==> config.mk <==
export PLATFORM = sky130hd
export DESIGN_NAME = ddr3_ram_queue
export DESIGN_NICKNAME = d
export VERILOG_FILES = /design/src/rtl/ddr3_ram_pkg.sv /design/src/rtl/ddr3_ram_fifo.sv /design/src/rtl/ddr3_ram_queue.sv
export SDC_FILE = /design/constraint.sdc
export NUM_CORES = 1
export LEC_CHECK = 0
export BUFFER_PORTS_ARGS = -buffer_cell sky130_fd_sc_hd__clkbuf_2
export CAP_MARGIN = 20
export CORE_UTILIZATION = 33
export DETAILED_ROUTE_END_ITERATION = 6
export PLACE_DENSITY = 0.59
export SYNTH_ARGS = -nofsm -noshare
export SYNTH_HDL_FRONTEND = slang
export SYNTH_SLANG_ARGS = --single-unit
==> constraint.sdc <==
create_clock -name clk_i -period 12.99 [get_ports clk_i]
set_clock_uncertainty 0.15 [all_clocks]
set_input_delay 0.6495 -clock clk_i [delete_from_list [all_inputs] [get_ports clk_i]]
set_output_delay 0.6495 -clock clk_i [all_outputs]
set_load 0.02 [all_outputs]
==> src/rtl/ddr3_ram_pkg.sv <==
// Shared widths and the request-entry bundle for the 128-bit RAM interface.
// Entry layout: {addr, wr, rd, req_id, wdata} = 193 bits.
package ddr3_ram_pkg;

  localparam int RAM_ADDR_W = 32;
  localparam int RAM_DATA_W = 128;
  localparam int RAM_MASK_W = 16;
  localparam int RAM_ID_W   = 16;

  typedef struct packed {
    logic [RAM_ADDR_W-1:0] addr;
    logic [RAM_MASK_W-1:0] wr;
    logic                  rd;
    logic [RAM_ID_W-1:0]   id;
    logic [RAM_DATA_W-1:0] data;
  } ram_req_t;

  localparam int RAM_REQ_W = $bits(ram_req_t);

endpackage

==> src/rtl/ddr3_ram_fifo.sv <==
// Generic synchronous FIFO with head-of-queue output.
// Ports: push_i/pop_i, data_i, data_o (head), full_o, empty_o, level_o.
module ddr3_ram_fifo #(
  parameter int WIDTH = 8,
  parameter int DEPTH = 4
) (
  input  logic                     clk_i,
  input  logic                     rst_i,
  input  logic                     push_i,
  input  logic                     pop_i,
  input  logic [WIDTH-1:0]         data_i,
  output logic [WIDTH-1:0]         data_o,
  output logic                     full_o,
  output logic                     empty_o,
  output logic [$clog2(DEPTH):0]   level_o
);

  localparam int AW = $clog2(DEPTH);

  logic [AW:0]      wr_ptr_q;
  logic [AW:0]      rd_ptr_q;
  logic [WIDTH-1:0] mem_q [DEPTH];
  logic             push_ok;
  logic             pop_ok;

  assign push_ok = push_i && !full_o;
  assign pop_ok  = pop_i && !empty_o;

  // Extra pointer bit distinguishes full from empty.
  assign full_o  = (wr_ptr_q[AW] != rd_ptr_q[AW]) &&
                   (wr_ptr_q[AW-1:0] == rd_ptr_q[AW-1:0]);
  assign empty_o = (wr_ptr_q == rd_ptr_q);
  assign level_o = wr_ptr_q - rd_ptr_q;
  assign data_o  = mem_q[rd_ptr_q[AW-1:0]];

  always_ff @(posedge clk_i) begin
    if (rst_i) begin
      wr_ptr_q <= '0;
      rd_ptr_q <= '0;
    end else begin
      if (push_ok) wr_ptr_q <= wr_ptr_q + 1'b1;
      if (pop_ok)  rd_ptr_q <= rd_ptr_q + 1'b1;
    end
  end

  always_ff @(posedge clk_i) begin
    if (push_ok) mem_q[wr_ptr_q[AW-1:0]] <= data_i;
  end

endmodule

==> src/rtl/ddr3_ram_queue.sv <==
// Request queue between the AXI-to-RAM converter and the DDR3 core.
// inport_*: upstream requests/responses; outport_*: core side.
module ddr3_ram_queue
  import ddr3_ram_pkg::*;
#(
  parameter int DEPTH           = 4,
  parameter int MAX_OUTSTANDING = 8
) (
  input  logic                  clk_i,
  input  logic                  rst_i,
  input  logic [RAM_MASK_W-1:0] inport_wr_i,
  input  logic                  inport_rd_i,
  input  logic [RAM_ADDR_W-1:0] inport_addr_i,
  input  logic [RAM_DATA_W-1:0] inport_write_data_i,
  input  logic [RAM_ID_W-1:0]   inport_req_id_i,
  output logic                  inport_accept_o,
  output logic                  inport_ack_o,
  output logic                  inport_error_o,
  output logic [RAM_DATA_W-1:0] inport_read_data_o,
  output logic [RAM_ID_W-1:0]   inport_resp_id_o,
  output logic [RAM_MASK_W-1:0] outport_wr_o,
  output logic                  outport_rd_o,
  output logic [RAM_ADDR_W-1:0] outport_addr_o,
  output logic [RAM_DATA_W-1:0] outport_write_data_o,
  output logic [RAM_ID_W-1:0]   outport_req_id_o,
  input  logic                  outport_accept_i,
  input  logic                  outport_ack_i,
  input  logic                  outport_error_i,
  input  logic [RAM_DATA_W-1:0] outport_read_data_i,
  input  logic [RAM_ID_W-1:0]   outport_resp_id_i
);

  localparam int LW = $clog2(DEPTH) + 1;
  localparam int OW = $clog2(MAX_OUTSTANDING + 1);

  logic                 req_present;
  logic                 xfer;
  logic                 pop;
  logic                 full;
  logic                 empty;
  logic                 full_d;
  logic [LW-1:0]        level;
  logic                 accept_q;
  logic [OW-1:0]        outstanding_q;
  logic [OW-1:0]        outstanding_d;
  ram_req_t             push_req;
  ram_req_t             head;
  logic [RAM_REQ_W-1:0] head_bits;

  assign req_present = (|inport_wr_i) | inport_rd_i;
  assign xfer        = req_present && accept_q;
  assign pop         = outport_accept_i && !empty;

  // A write with a stray read flag is forwarded as a plain write.
  always_comb begin
    push_req      = '0;
    push_req.addr = inport_addr_i;
    push_req.wr   = inport_wr_i;
    push_req.rd   = inport_rd_i && (inport_wr_i == '0);
    push_req.id   = inport_req_id_i;
    push_req.data = inport_write_data_i;
  end

  ddr3_ram_fifo #(
    .WIDTH (RAM_REQ_W),
    .DEPTH (DEPTH)
  ) u_fifo (
    .clk_i   (clk_i),
    .rst_i   (rst_i),
    .push_i  (xfer),
    .pop_i   (pop),
    .data_i  (push_req),
    .data_o  (head_bits),
    .full_o  (full),
    .empty_o (empty),
    .level_o (level)
  );

  assign head = head_bits;

  assign outport_wr_o         = empty ? '0 : head.wr;
  assign outport_rd_o         = !empty && head.rd;
  assign outport_addr_o       = head.addr;
  assign outport_write_data_o = head.data;
  assign outport_req_id_o     = head.id;

  // Next-cycle occupancy state, so accept can be a pure register.
  always_comb begin
    full_d = 1'b0;
    if (full)
      full_d = !pop;
    else
      full_d = xfer && !pop && (level == LW'(DEPTH - 1));
  end

  always_comb begin
    outstanding_d = outstanding_q;
    if (xfer && !outport_ack_i)
      outstanding_d = outstanding_q + 1'b1;
    else if (!xfer && outport_ack_i && outstanding_q != '0)
      outstanding_d = outstanding_q - 1'b1;
  end

  always_ff @(posedge clk_i) begin
    if (rst_i) begin
      accept_q           <= 1'b1;
      outstanding_q      <= '0;
      inport_ack_o       <= 1'b0;
      inport_error_o     <= 1'b0;
      inport_read_data_o <= '0;
      inport_resp_id_o   <= '0;
    end else begin
      accept_q           <= !full_d &&
                            (outstanding_d < OW'(MAX_OUTSTANDING));
      outstanding_q      <= outstanding_d;
      inport_ack_o       <= outport_ack_i;
      inport_error_o     <= outport_error_i;
      inport_read_data_o <= outport_read_data_i;
      inport_resp_id_o   <= outport_resp_id_i;
    end
  end

  assign inport_accept_o = accept_q;

  // An ack with nothing outstanding means the core lost track of tags.
  ack_without_req: assert property (
    @(posedge clk_i) disable iff (rst_i)
    !(outport_ack_i && outstanding_q == '0)
  );

endmodule

After elaboration in Yosys (flattened, before gate mapping)
Memories as Yosys holds them, arrays and structs flattened. A register that Yosys moved wholly into a read port is not among the register bits.
Cells that the tools add are included.
- word-level logic and storage cells: 50
- output and inout port bits: 340
- memories kept: 1
- bits in latches: 0
- bits in read-only memories: 0
- RAM bits: 772
- bits of input ports: 342
- register bits after elaboration: 157
- memory list (memory ; depth ; bits a word ; rd ports ; clocked after memory_dff ; write ports ; RTL line ; text):
    u_fifo.mem_q ; 4 ; 193 ; 1 ; 1 ; 1 ; ddr3_ram_fifo.sv:22 ; logic [WIDTH-1:0] mem_q [DEPTH];
- shift-type cells: 0
- muxes and demuxes: 8
- equal/unequal tests: 4
- multiply operators: 0
- order comparisons: 1
- reductions and logical operators: 22
- bitwise logic cells: 1
- div/mod/pow operators: 0
- $add $sub $neg: 5
- operators with widths (cell ; number):
    $logic_not 16->1 ; 1
    $mux 16 ; 1
    $reduce_or 16->1 ; 1
    $logic_and 1x1->1 ; 13
    $mux 4 ; 2
    $add 3x1->3 const B ; 2
    $logic_not 1->1 ; 6
    $add 4x1->4 const B ; 1
    $lt 4x4->1 const B ; 1
    $mux 2 ; 2
    $reduce_bool 4->1 ; 1
    $sub 4x1->4 const B ; 1
    $eq 3x2->1 const B ; 1
    $eq 3x3->1 ; 1
    $mux 1 ; 3
    $sub 3x3->3 ; 1
    $eq 2x2->1 ; 1
    $ne 1x1->1 ; 1
    $or 1x1->1 ; 1

Longest topological paths before layout
Gate-level depths: netlist of run 1.
- depth after elaboration: 10
- depth in mapped cells: 8
- depth with buffers taken out: 8

Hierarchy
Synthesis of run 1 repeated with hierarchy kept, for this count alone.
- cell total of the unflattened synthesis: 1456
- area, all modules: 32836.5 um^2
- modules (own cells, without submodules) (module ; sequential area each (um^2) ; cells an instance ; area each (um^2) ; times used):
    ddr3_ram_fifo ; 23342.4 ; 1075 ; 28364.7 ; 1
    ddr3_ram_queue ; 3022.9 ; 381 ; 4471.8 ; 1

Worst setup path before layout of run 1
OpenSTA, ideal clock, no wires.
- path kind: flip-flop to flip-flop
- start: reg u_fifo.wr_ptr_q[0]
- end: mem u_fifo.mem_q[3][0] (netlist bit) (enable)
- arrival: 9.098 ns
- required time: 12.090 ns
- cell stages (with the launch flop): 6
- library setup time: 0.750 ns
- path buffers: 0
- path slack: 2.992 ns
- period minus slack after synthesis: 9.998 ns
- cell sequence: dfxtp_1 > inv_1 > ha_1 > nand3b_1 > o211ai_2 > nor2_1
- word-level cells in the longest chain between the ends: 6
- RTL lines (element ; RTL line ; text):
    from (decl) ; ddr3_ram_fifo.sv:20 ; logic [AW:0] wr_ptr_q;
    from (signal assigned) ; ddr3_ram_fifo.sv:41 ; if (push_ok) wr_ptr_q <= wr_ptr_q + 1'b1;
    $eq 2x2->1 ; ddr3_ram_fifo.sv:31 ; (wr_ptr_q[AW-1:0] == rd_ptr_q[AW-1:0]);
    $logic_and 1x1->1 ; ddr3_ram_fifo.sv:30 ; assign full_o = (wr_ptr_q[AW] != rd_ptr_q[AW]) &&
    $logic_not 1->1 ; ddr3_ram_fifo.sv:26 ; assign push_ok = push_i && !full_o;
    $logic_and 1x1->1 ; ddr3_ram_fifo.sv:26 ;
    $mux 1 ; ddr3_ram_fifo.sv:47 ; if (push_ok) mem_q[wr_ptr_q[AW-1:0]] <= data_i;
    $mux 1 (not written as such) ; ddr3_ram_fifo.sv:47 ;
    to (decl) ; ddr3_ram_fifo.sv:22 ;
Several ways; a longest one is shown, not always the timed one.

==> results.yml, run 1 <==
status:
  status: "complete, no violations"
die:
  dieArea_sq_um: 100000
  die_width_microns: 317
  io_pins: 682
  fp-row-count: 115
  initial_utilization_pct: 33.3
  core_sq_um: 98300
  die_h_microns: 317
sta:
  period_share_pct: 31.2
  relSlewSlack_pct: 23.9
  finalHoldViolCount: 0
  tightest_slew_ns: 1.14
  max_freq_mhz: 247
  setup_tns_ns: 0
  setup_viol: 0
  drv_slew: 0
  rsz0062_at_grt: "no"
  hold_ws_ns: 0.0552
  period_minus_slack_ns: 4.05
synth:
  synth_warnings: 0
  synthCells: 1440
  syn_nets: 1792
  async_flop_share_pct: 0
  synth-edff-count: 772
  yosysSeqAreaShare_pct: 80.7
  synthFlopType: "edfxtp_1"
  syn_area_per_cell_sq_um: 22.7
  synthesis.area_sq_um: 32700
  synth_seq_cells: 931
  synth_cell_types: 44
critical_path:
  slowest_delay_ns: 0.83
  cp_slowest_cell: "dfxtp_4"
  cp_data_required_time_ns: 12.19
  cp_cell_sequence: "buf_4 -> buf_16 -> mux4_2 -> and2_1 -> clkbuf_2"
  path_buf_inv: 3
  start_kind: "flop"
  critPathKind: "flop to output pin"
  arrival_ns: 3.25
  cp-end-kind: "output pin"
  crit_fanout: 37
  crit_family: "buffers and inverters"
place:
  dpl.hpwl_microns: 50200
  placed_cells: 3357
  gp_congestion: 0.890
  io_buffers: 681
  placed_area_sq_um: 37600
pwr:
  pwr-share-seq_pct: 42.9
  leakage_nw: 15.5
  pwr_density_cell_nw_per_um2: 248
  peakVddDrop_mv: 0.185
  p_sw_mw: 3.46
  p_clk_share_pct: 26.2
  swShare_pct: 32.5
  p_comb_share_pct: 31.0
  internal_power_mw: 7.17
drt:
  drt_wl_total_microns: 79100
  wl_per_cell_microns: 21.2
  drtPass1Iterations: 5
  via_count: 17300
  antenna_left: 0
  drc: 0
  drt-vias-per-instance: 4.64
  drtIter0Drc: 950
clock_network:
  clk_pin_slew_ns: 0.06
  cts_max_level: 3
  cts_buffer_depth: 3
  clock_latency_ns: 0.66
  cts_tree: "done"
  cts_sinks: 931
  numCtsBuffers: 98
  cts_setup_buffers: 0
  hold_buffers: 195
  ctsResizeCount: 0
  clockRootBuffer: "clkbuf_16"
run:
  drv_cap: 0
final_layout:
  final_cell_mix: "edfxtp_1 (772), clkbuf_2 (682), dlygate4sd3_1 (195)"
  drive_gt1_share_pct: 42.6
  fin_area_sq_um: 42900
  final_common_cell: "edfxtp_1"
  final_cells: 3735
  syn_to_final_growth_pct: 31.1
  fillers: 8515
  finalNetCount: 2718
grt:
  grtUsageTotal_pct: 15.5
  grt_pass1_wl_microns: 114000
  grt_pass1_vias: 18800
  overflow: 0
  antenna_found_initial: 11
  grt_max_degree: 141
min_path:
  min_path_type: "primary input to flop"
synth_stat cells (all sizes together) (2+ instances only):
cell       n  share of area [%]
a211o      2              0.061
and2      17               0.33
o21a       2              0.050
o211ai     3              0.084
and3       3              0.057
a21oi      3              0.046
dfxtp    159                9.7
o311ai     2              0.054
xor2       3              0.080
mux2i      2              0.061
o2111ai    2              0.054
o21ai      3              0.080
buf       40               0.54
clkbuf    24               0.28
nor2       8              0.092
nand3      7               0.11
edfxtp   772                 71
mux4     193                 13
nand2      7              0.080
inv        9               0.10
nor2b    147                2.8
nor4       7               0.24
xnor2      3              0.080
ha         9               0.34
power by group through the flow:
stage | Clock, mW | Sequential [mW] | Combinational [mW]
2_1_floorplan | 0 | 4.71 | 2.09
3_3_place_gp | 0 | 4.57 | 3.31
3_5_place_dp | 0 | 4.63 | 3.32
4_1_cts | 2.87 | 4.57 | 3.38
5_1_grt | 2.98 | 4.64 | 3.51
6_report | 2.78 | 4.56 | 3.29
logic make-up (layout without fill, tap and decap cells):
logic type                 after synthesis  count (layout)  synth area share, %
muxes                                  196             196                 13.4
buffers and inverters                   73            1080                0.919
and+or+nand+nor                        205             205                 3.94
DFF                                    931             931                 80.7
other                                    0               1                    0
adders and majority gates               10              10                0.406
xor gates and xnor gates                 6               6                0.161
AOI/OAI and AO/OA                       19              19                0.490
state kept, by name, summed over array words and instances, names as in the netlist, named ones only:
register and flops:
u_fifo.mem_q 772, inport_read_data_o 128, inport_resp_id_o 16, outstanding_q 4, u_fifo.rd_ptr_q 3, u_fifo.wr_ptr_q 3
inport_accept_o 1, inport_ack_o 1, inport_error_o 1
final cells by class:
class                   count  area, sq um  share of cell area [%]
clock inverters            43          528                    1.23
flip-flops and latches    931        26400                    61.5
repair buffers            890         5540                    12.9
well taps                1287         1610                    3.76
clock buffers             138         2730                    6.37
inverters                   9         33.8                  0.0788
multi-input cells         436         6030                    14.1
diodes                      1         2.50                 0.00584
metrics by stage:
step                      total power [mW]  setup slack (ns)  utilization [%]
after CTS                             10.8              8.52             43.6
after detailed placement              7.95              8.77             38.3
after global placement                7.88              8.83             38.3
after floorplan                       6.80              2.99                -
final                                 10.6              8.94             43.6
after global routing                  11.1              8.60             43.6
routing by layer:
| metal | vias up | GRT usage [%] | part of all wire, % |
|---|---|---|---|
| met2 | 622 | 26.8 | 51 |
| met1 | 8858 | 17.9 | 38 |
| met5 | - | 0 | 0.17 |
| li1 | 7664 | - | - |
| met4 | 18 | 6.35 | 3.3 |
| met3 | 157 | 4.47 | 7.1 |
path summary, 6_finish.rpt:
path	cells after the start	startpoint	endpoint	slack (ns)
worst max-delay path	5	flop	outport_wr_o[15]	8.94
worst min-delay path	2	outport_read_data_i[122]	inport_read_data_o[122]	0.06
worst max register to register	6	u_fifo.wr_ptr_q[0]	u_fifo.mem_q[0][62]	9.23
worst min register to register	2	u_fifo.wr_ptr_q[2]	u_fifo.wr_ptr_q[2]	0.37
Note: power is estimated with default switching activity, not from simulation.
==> inputs of run 2 (changes only) <==
Settings changed: ABC_AREA from default to 1, PLACE_DENSITY 0.59 to 0.6.
Clock period 12.99 ns to 3.4 ns, I/O delays scaled along.
==> run 2 against run 1 <==
Net effect:
- clock-buffer cell count unchanged
- wire length up 14%
- sequential power rose to 3.7 times the previous value
- critical path depth up 6
- cell area up 6.2%
- hold slack better by 0.046 ns
- largest power group unchanged
==> results.yml, run 2 <==
clock_network:
  numCtsBuffers: 97
  cts_buffer_depth: 3
  clockRootBuffer: "clkbuf_16"
  clock_latency_ns: 0.65
  cts_max_level: 3
  clk_pin_slew_ns: 0.06
  cts_sinks: 931
  cts_tree: "done"
critical_path:
  cp_cell_sequence: "dlygate4sd3_1 -> clkbuf_2 -> nor2_1 -> nand2_1 -> nor2_2 -> nand3_2 -> nand2_4 -> inv_2 -> nand2_8 -> nor2_4 -> buf_4"
  cp_slowest_cell: "nor2_4"
  worstReg2RegStart: "u_fifo.wr_ptr_q[0]"
  startpoint: "inport_wr_i[2]"
  start_kind: "primary input"
  arrival_ns: 3.18
  cp_data_required_time_ns: 3.52
  slowest_delay_ns: 0.85
  critPathKind: "primary input to flop"
  crit_end: "u_fifo.mem_q[3][121]"
  rr_endpoint: "u_fifo.mem_q[3][121]"
  r2r_slack_ns: 0.46
  crit_fanout: 40
  cp-end-kind: "flop"
  reg2reg_depth: 6
synth:
  synth_warnings: 0
  yosysTopAreaCellShare_pct: 69.2
  synth-edff-count: 772
  synth_seq_cells: 931
  yosys.area.top_type: "edfxtp_1"
  synth_compound_area_share_pct: 9.57
  synthAdderAreaFrac_pct: 0.396
  synth_most_common_cell: "edfxtp_1"
  yosys-top-cells-count: "edfxtp_1 (772), nor2_1 (580), o21ai_0 (379), o22ai_1 (176), inv_1 (168)"
  syn_area_per_cell_sq_um: 13.5
  synth_top_family_by_area: "compound AO/OA/AOI/OAI gates"
  yosysSeqAreaShare_pct: 78.7
  synthFlopType: "edfxtp_1"
  synth_mux_area_share_pct: 0
  synth_simple_gate_area_share_pct: 7.31
  synthTopCellsByArea: "edfxtp_1 (69%), dfxtp_1 (9.5%), nor2_1 (6.5%)"
  synthCells: 2490
  synth_xor_xnor_area_share_pct: 0.105
  syn_nets: 2842
  async_flop_share_pct: 0
  synth_cell_types: 31
  synthesis.area_sq_um: 33500
final_layout:
  syn_to_final_growth_pct: 35.8
  largest_reg_flops: 772
  final_cell_mix: "edfxtp_1 (772), clkbuf_2 (680), nor2_1 (577)"
  final_cells: 4989
  final_common_cell: "edfxtp_1"
  finalNetCount: 3902
  drive_gt1_share_pct: 24.3
die:
  dieArea_sq_um: 103000
  core_sq_um: 100000
  io_pins: 682
  die_h_microns: 321
  die_width_microns: 321
  fp-row-count: 116
  initial_utilization_pct: 33.4
place:
  dpl.hpwl_microns: 52700
  gp_congestion: 0.771
  io_buffers: 681
  placed_cells: 4419
  place_ws_ns: 0.226
sta:
  relSlewSlack_pct: 27.5
  rsz0062_at_grt: "no"
  period_share_pct: 89.8
  drv_slew: 0
  finalHoldViolCount: 0
  period_minus_slack_ns: 3.05
  tightest_slew_ns: 1.08
  setup_viol: 0
  max_freq_mhz: 328
  fin_ws_ns: 0.347
grt:
  grt_pass1_wl_microns: 134000
  grt_pass1_vias: 22700
  antenna_found_initial: 6
  grt_max_degree: 139
  overflow: 0
  grtUsageTotal_pct: 16.8
run:
  drv_cap: 0
min_path:
  min_path_type: "primary input to flop"
pwr:
  peakVddDrop_mv: 0.809
  leakage_nw: 17.9
  p_total_mw: 42.7
  pwr_density_cell_nw_per_um2: 939
drt:
  drtPass1Iterations: 5
  drt-vias-per-instance: 4.64
  via_count: 23200
  antenna_left: 0
  drt_wl_total_microns: 90100
  wl_per_cell_microns: 18.1
  drtIter0Drc: 1638
  drc: 0
status:
  status: "complete, no violations"
-- run 2: cell families after synthesis --
| logic type | Yosys count |
|---|---|
| compound gates | 595 |
| xor+xnor | 4 |
| fa+ha+maj | 10 |
| buf+inv | 321 |
| flops | 931 |
| simple gates | 629 |
-- run 2: critical path, delay by kind of cell --
| family | cells | cell delay, ns |
|---|---|---|
| buf+inv | 4 | 1.45 |
| simple gates | 7 | 1.50 |
-- run 2: worst min path at each step --
stage | from | end | depth (start not counted)
6_report | outport_read_data_i[90] | inport_read_data_o[90] | 4
3_3_place_gp | outport_read_data_i[71] | inport_read_data_o[71] | 3
3_5_place_dp | outport_read_data_i[12] | inport_read_data_o[12] | 3
4_1_cts | outport_read_data_i[12] | inport_read_data_o[12] | 4
2_1_floorplan | inport_write_data_i[0] | u_fifo.mem_q[0][0] | 0
5_1_grt | outport_resp_id_i[14] | inport_resp_id_o[14] | 4
-- run 2: repair_timing --
item                                   4_1_cts  5_1_grt
setup buffers                                0        0
resized for setup                            0        0
hold buffers                               389        0
endpoints found under the hold margin      928        0
-- run 2: layer usage --
metal  part of all wire, %  GRT usage, %
met5                 0.030             0
met4                   2.4          5.87
met3                   5.6          3.26
met2                    50          28.9
met1                    42          21.1
-- run 2: power breakdown --
group          internal, mW  switching (mW)
registers              16.1           0.685
logic                  4.34            11.5
clock network          5.83            4.25
total                  26.3            16.4
-- run 2: area by class of cell --
cell class,instances,area (sq um)
clock inverter,39,268
clock buffer,138,2780
timing repair buffer,1107,7820
tap,1357,1700
fill,8829,54800
multi-input combinational,1238,5880
inverter,175,669
sequential,931,26400
antenna,4,10.0
-- run 2: metrics by stage --
stage	area, sq um	setup TNS (ns)	utilization [%]	hold WS [ns]
6_report	45500	0	45.4	0.101
2_1_floorplan	33600	-650.52	-	0.119
4_1_cts	45500	0	45.4	0.0417
3_5_place_dp	38600	0	38.4	0.215
5_1_grt	45500	0	45.4	0.0638
3_3_place_gp	38600	0	38.4	0.211
==> inputs of run 3 (changes only) <==
--- a/config.mk
+++ b/config.mk
@@ -11,4 +11,5 @@
 export CORE_UTILIZATION = 33
 export DETAILED_ROUTE_END_ITERATION = 6
+export MAX_ROUTING_LAYER = met4
 export PLACE_DENSITY = 0.6
 export SYNTH_ARGS = -nofsm -noshare
==> constraint.sdc (replaced) <==
create_clock -name clk_i -period 3.4 [get_ports clk_i]
set_clock_uncertainty 0.15 [all_clocks]
set_input_delay 0.51 -clock clk_i [delete_from_list [all_inputs] [get_ports clk_i]]
set_output_delay 0.51 -clock clk_i [all_outputs]
set_load 0.02 [all_outputs]
==> run 3 against run 2 <==
Net effect:
- combinational power grew 4%
- clock-buffer cell count down 16
- wire length increased by 1.2%
- cell count about the same
- sequential share of layout area down 0.090 points
- cell area up 0.15%
- setup slack worse by 0.061 ns
- power rose by 1.9%
- flip-flop and latch count stayed put
- highest routed layer is now met4
==> results.yml, run 3 (synthesized netlist as in run 2, its figures left out) <==
status:
  status: "complete, no violations"
clock_network:
  numCtsBuffers: 98
  clk_pin_slew_ns: 0.06
  cts_max_level: 3
  clock_latency_ns: 0.66
  cts_tree: "done"
  clockRootBuffer: "clkbuf_16"
  cts_sinks: 931
  cts_buffer_depth: 3
pwr:
  p_clk_share_pct: 23.8
  p_sw_mw: 16.8
  p_comb_share_pct: 37.7
  leakage_nw: 17.9
  peakVddDrop_mv: 0.591
  internal_power_mw: 26.8
  pwr_density_cell_nw_per_um2: 955
  p_total_mw: 43.5
  pwr-share-seq_pct: 38.4
  swShare_pct: 38.5
grt:
  grt_max_degree: 102
  grt_pass1_wl_microns: 135000
  antenna_found_initial: 7
  overflow: 0
  grt_pass1_vias: 22600
  grtUsageTotal_pct: 17.6
critical_path:
  cp-end-kind: "output pin"
  arrival_ns: 2.45
  cp_data_required_time_ns: 2.74
  start_kind: "flop"
  critPathKind: "flop to output pin"
  startpoint: "u_fifo.wr_ptr_q[0]"
  worstReg2RegStart: "u_fifo.wr_ptr_q[0]"
  crit_fanout: 17
  r2r_slack_ns: 0.96
  reg2reg_depth: 6
  crit_end: "outport_wr_o[1]"
  rr_endpoint: "u_fifo.mem_q[3][62]"
drt:
  antenna_left: 0
  drtPass1Iterations: 5
  wl_per_cell_microns: 18.3
  via_count: 23300
  drtIter0Drc: 1475
  drt-vias-per-instance: 4.67
  drc: 0
  drt_wl_total_microns: 91200
sta:
  relSlewSlack_pct: 51.3
  setup_viol: 0
  hold_ws_ns: 0.122
  period_share_pct: 91.6
  drv_slew: 0
  tightest_slew_ns: 0.731
  fin_ws_ns: 0.286
  rsz0062_at_grt: "no"
  max_freq_mhz: 321
  finalHoldViolCount: 0
  period_minus_slack_ns: 3.11
die:
  die_width_microns: 321
  die_h_microns: 321
  dieArea_sq_um: 103000
  fp-row-count: 116
  core_sq_um: 100000
  initial_utilization_pct: 33.4
  io_pins: 682
place:
  place_ws_ns: 0.646
  placed_area_sq_um: 38900
  dpl.hpwl_microns: 57000
  io_buffers: 681
  gp_congestion: 0.807
final_layout:
  syn_to_final_growth_pct: 36.0
  fin_area_sq_um: 45600
  final_common_cell: "edfxtp_1"
  utilization_pct: 45.4
  final_cell_mix: "edfxtp_1 (772), clkbuf_2 (680), nor2_1 (574)"
  largest_reg_flops: 772
  finalNetCount: 3892
  drive_gt1_share_pct: 25.8
min_path:
  min_path_type: "primary input to flop"
run:
  drv_cap: 0
[run 3: cell type report]
type | instances | area, sq um
diodes | 6 | 15.0
clock buffers | 122 | 2680
clock inverters | 61 | 492
inverters | 175 | 672
repair buffers | 1096 | 7780
flip-flops and latches | 931 | 26400
fillers | 8856 | 54700
multi-input cells | 1238 | 5860
well taps | 1357 | 1700
[run 3: stage by stage]
stage | instances | setup TNS (ns)
2_1_floorplan | 2490 | -776.28
3_3_place_gp | 4452 | 0
3_5_place_dp | 4452 | 0
4_1_cts | 4980 | 0
5_1_grt | 4986 | 0
6_report | 4986 | 0
[run 3: how the worst min path moves through the flow]
stage / startpoint / end / slack [ns] / depth (start not counted)
after floorplan: u_fifo.rd_ptr_q[0] / flop / 0.34 / 2
after global placement: u_fifo.wr_ptr_q[2] / u_fifo.wr_ptr_q[2] / 0.36 / 3
after detailed placement: u_fifo.rd_ptr_q[0] / flop / 0.37 / 2
after CTS: inport_rd_i / u_fifo.mem_q[0][144] / 0.05 / 3
after global routing: inport_rd_i / u_fifo.mem_q[0][144] / 0.10 / 3
final: inport_rd_i / u_fifo.mem_q[0][144] / 0.12 / 3
[run 3: repair_timing]
item                                    4_1_cts  5_1_grt
endpoints found under the setup margin        1        0
hold buffers                                339        0
endpoints found under the hold margin       915        0
setup buffers                                 6        0
gates resized for setup                       0        0
[run 3: power groups by stage]
stage	sequential (mW)	clock (mW)	combinational, mW
global placement	17.0	0	16.1
global route	17.0	11.1	17.7
detailed placement	17.0	0	16.1
finish	16.7	10.4	16.4
floorplan	17.1	0	9.12
CTS	16.7	10.6	16.7
[run 3: critical path: stages, from the launching register on]
cell and delay (ns):
dfxtp_1 0.36, inv_1 0.11, ha_1 0.34, nand3_1 0.18, inv_2 0.23, a21oi_1 0.35
clkbuf_2 0.23
[run 3: routing by layer]
| layer | vias to the layer above | part of all wire [%] | track usage (%) |
|---|---|---|---|
| li1 | 11000 | - | - |
| met1 | 11500 | 42 | 22.2 |
| met2 | 669 | 50 | 28.6 |
| met3 | 150 | 5.7 | 3.14 |
| met4 | 0 | 2.6 | 6.11 |
| met5 | - | 0 | - |
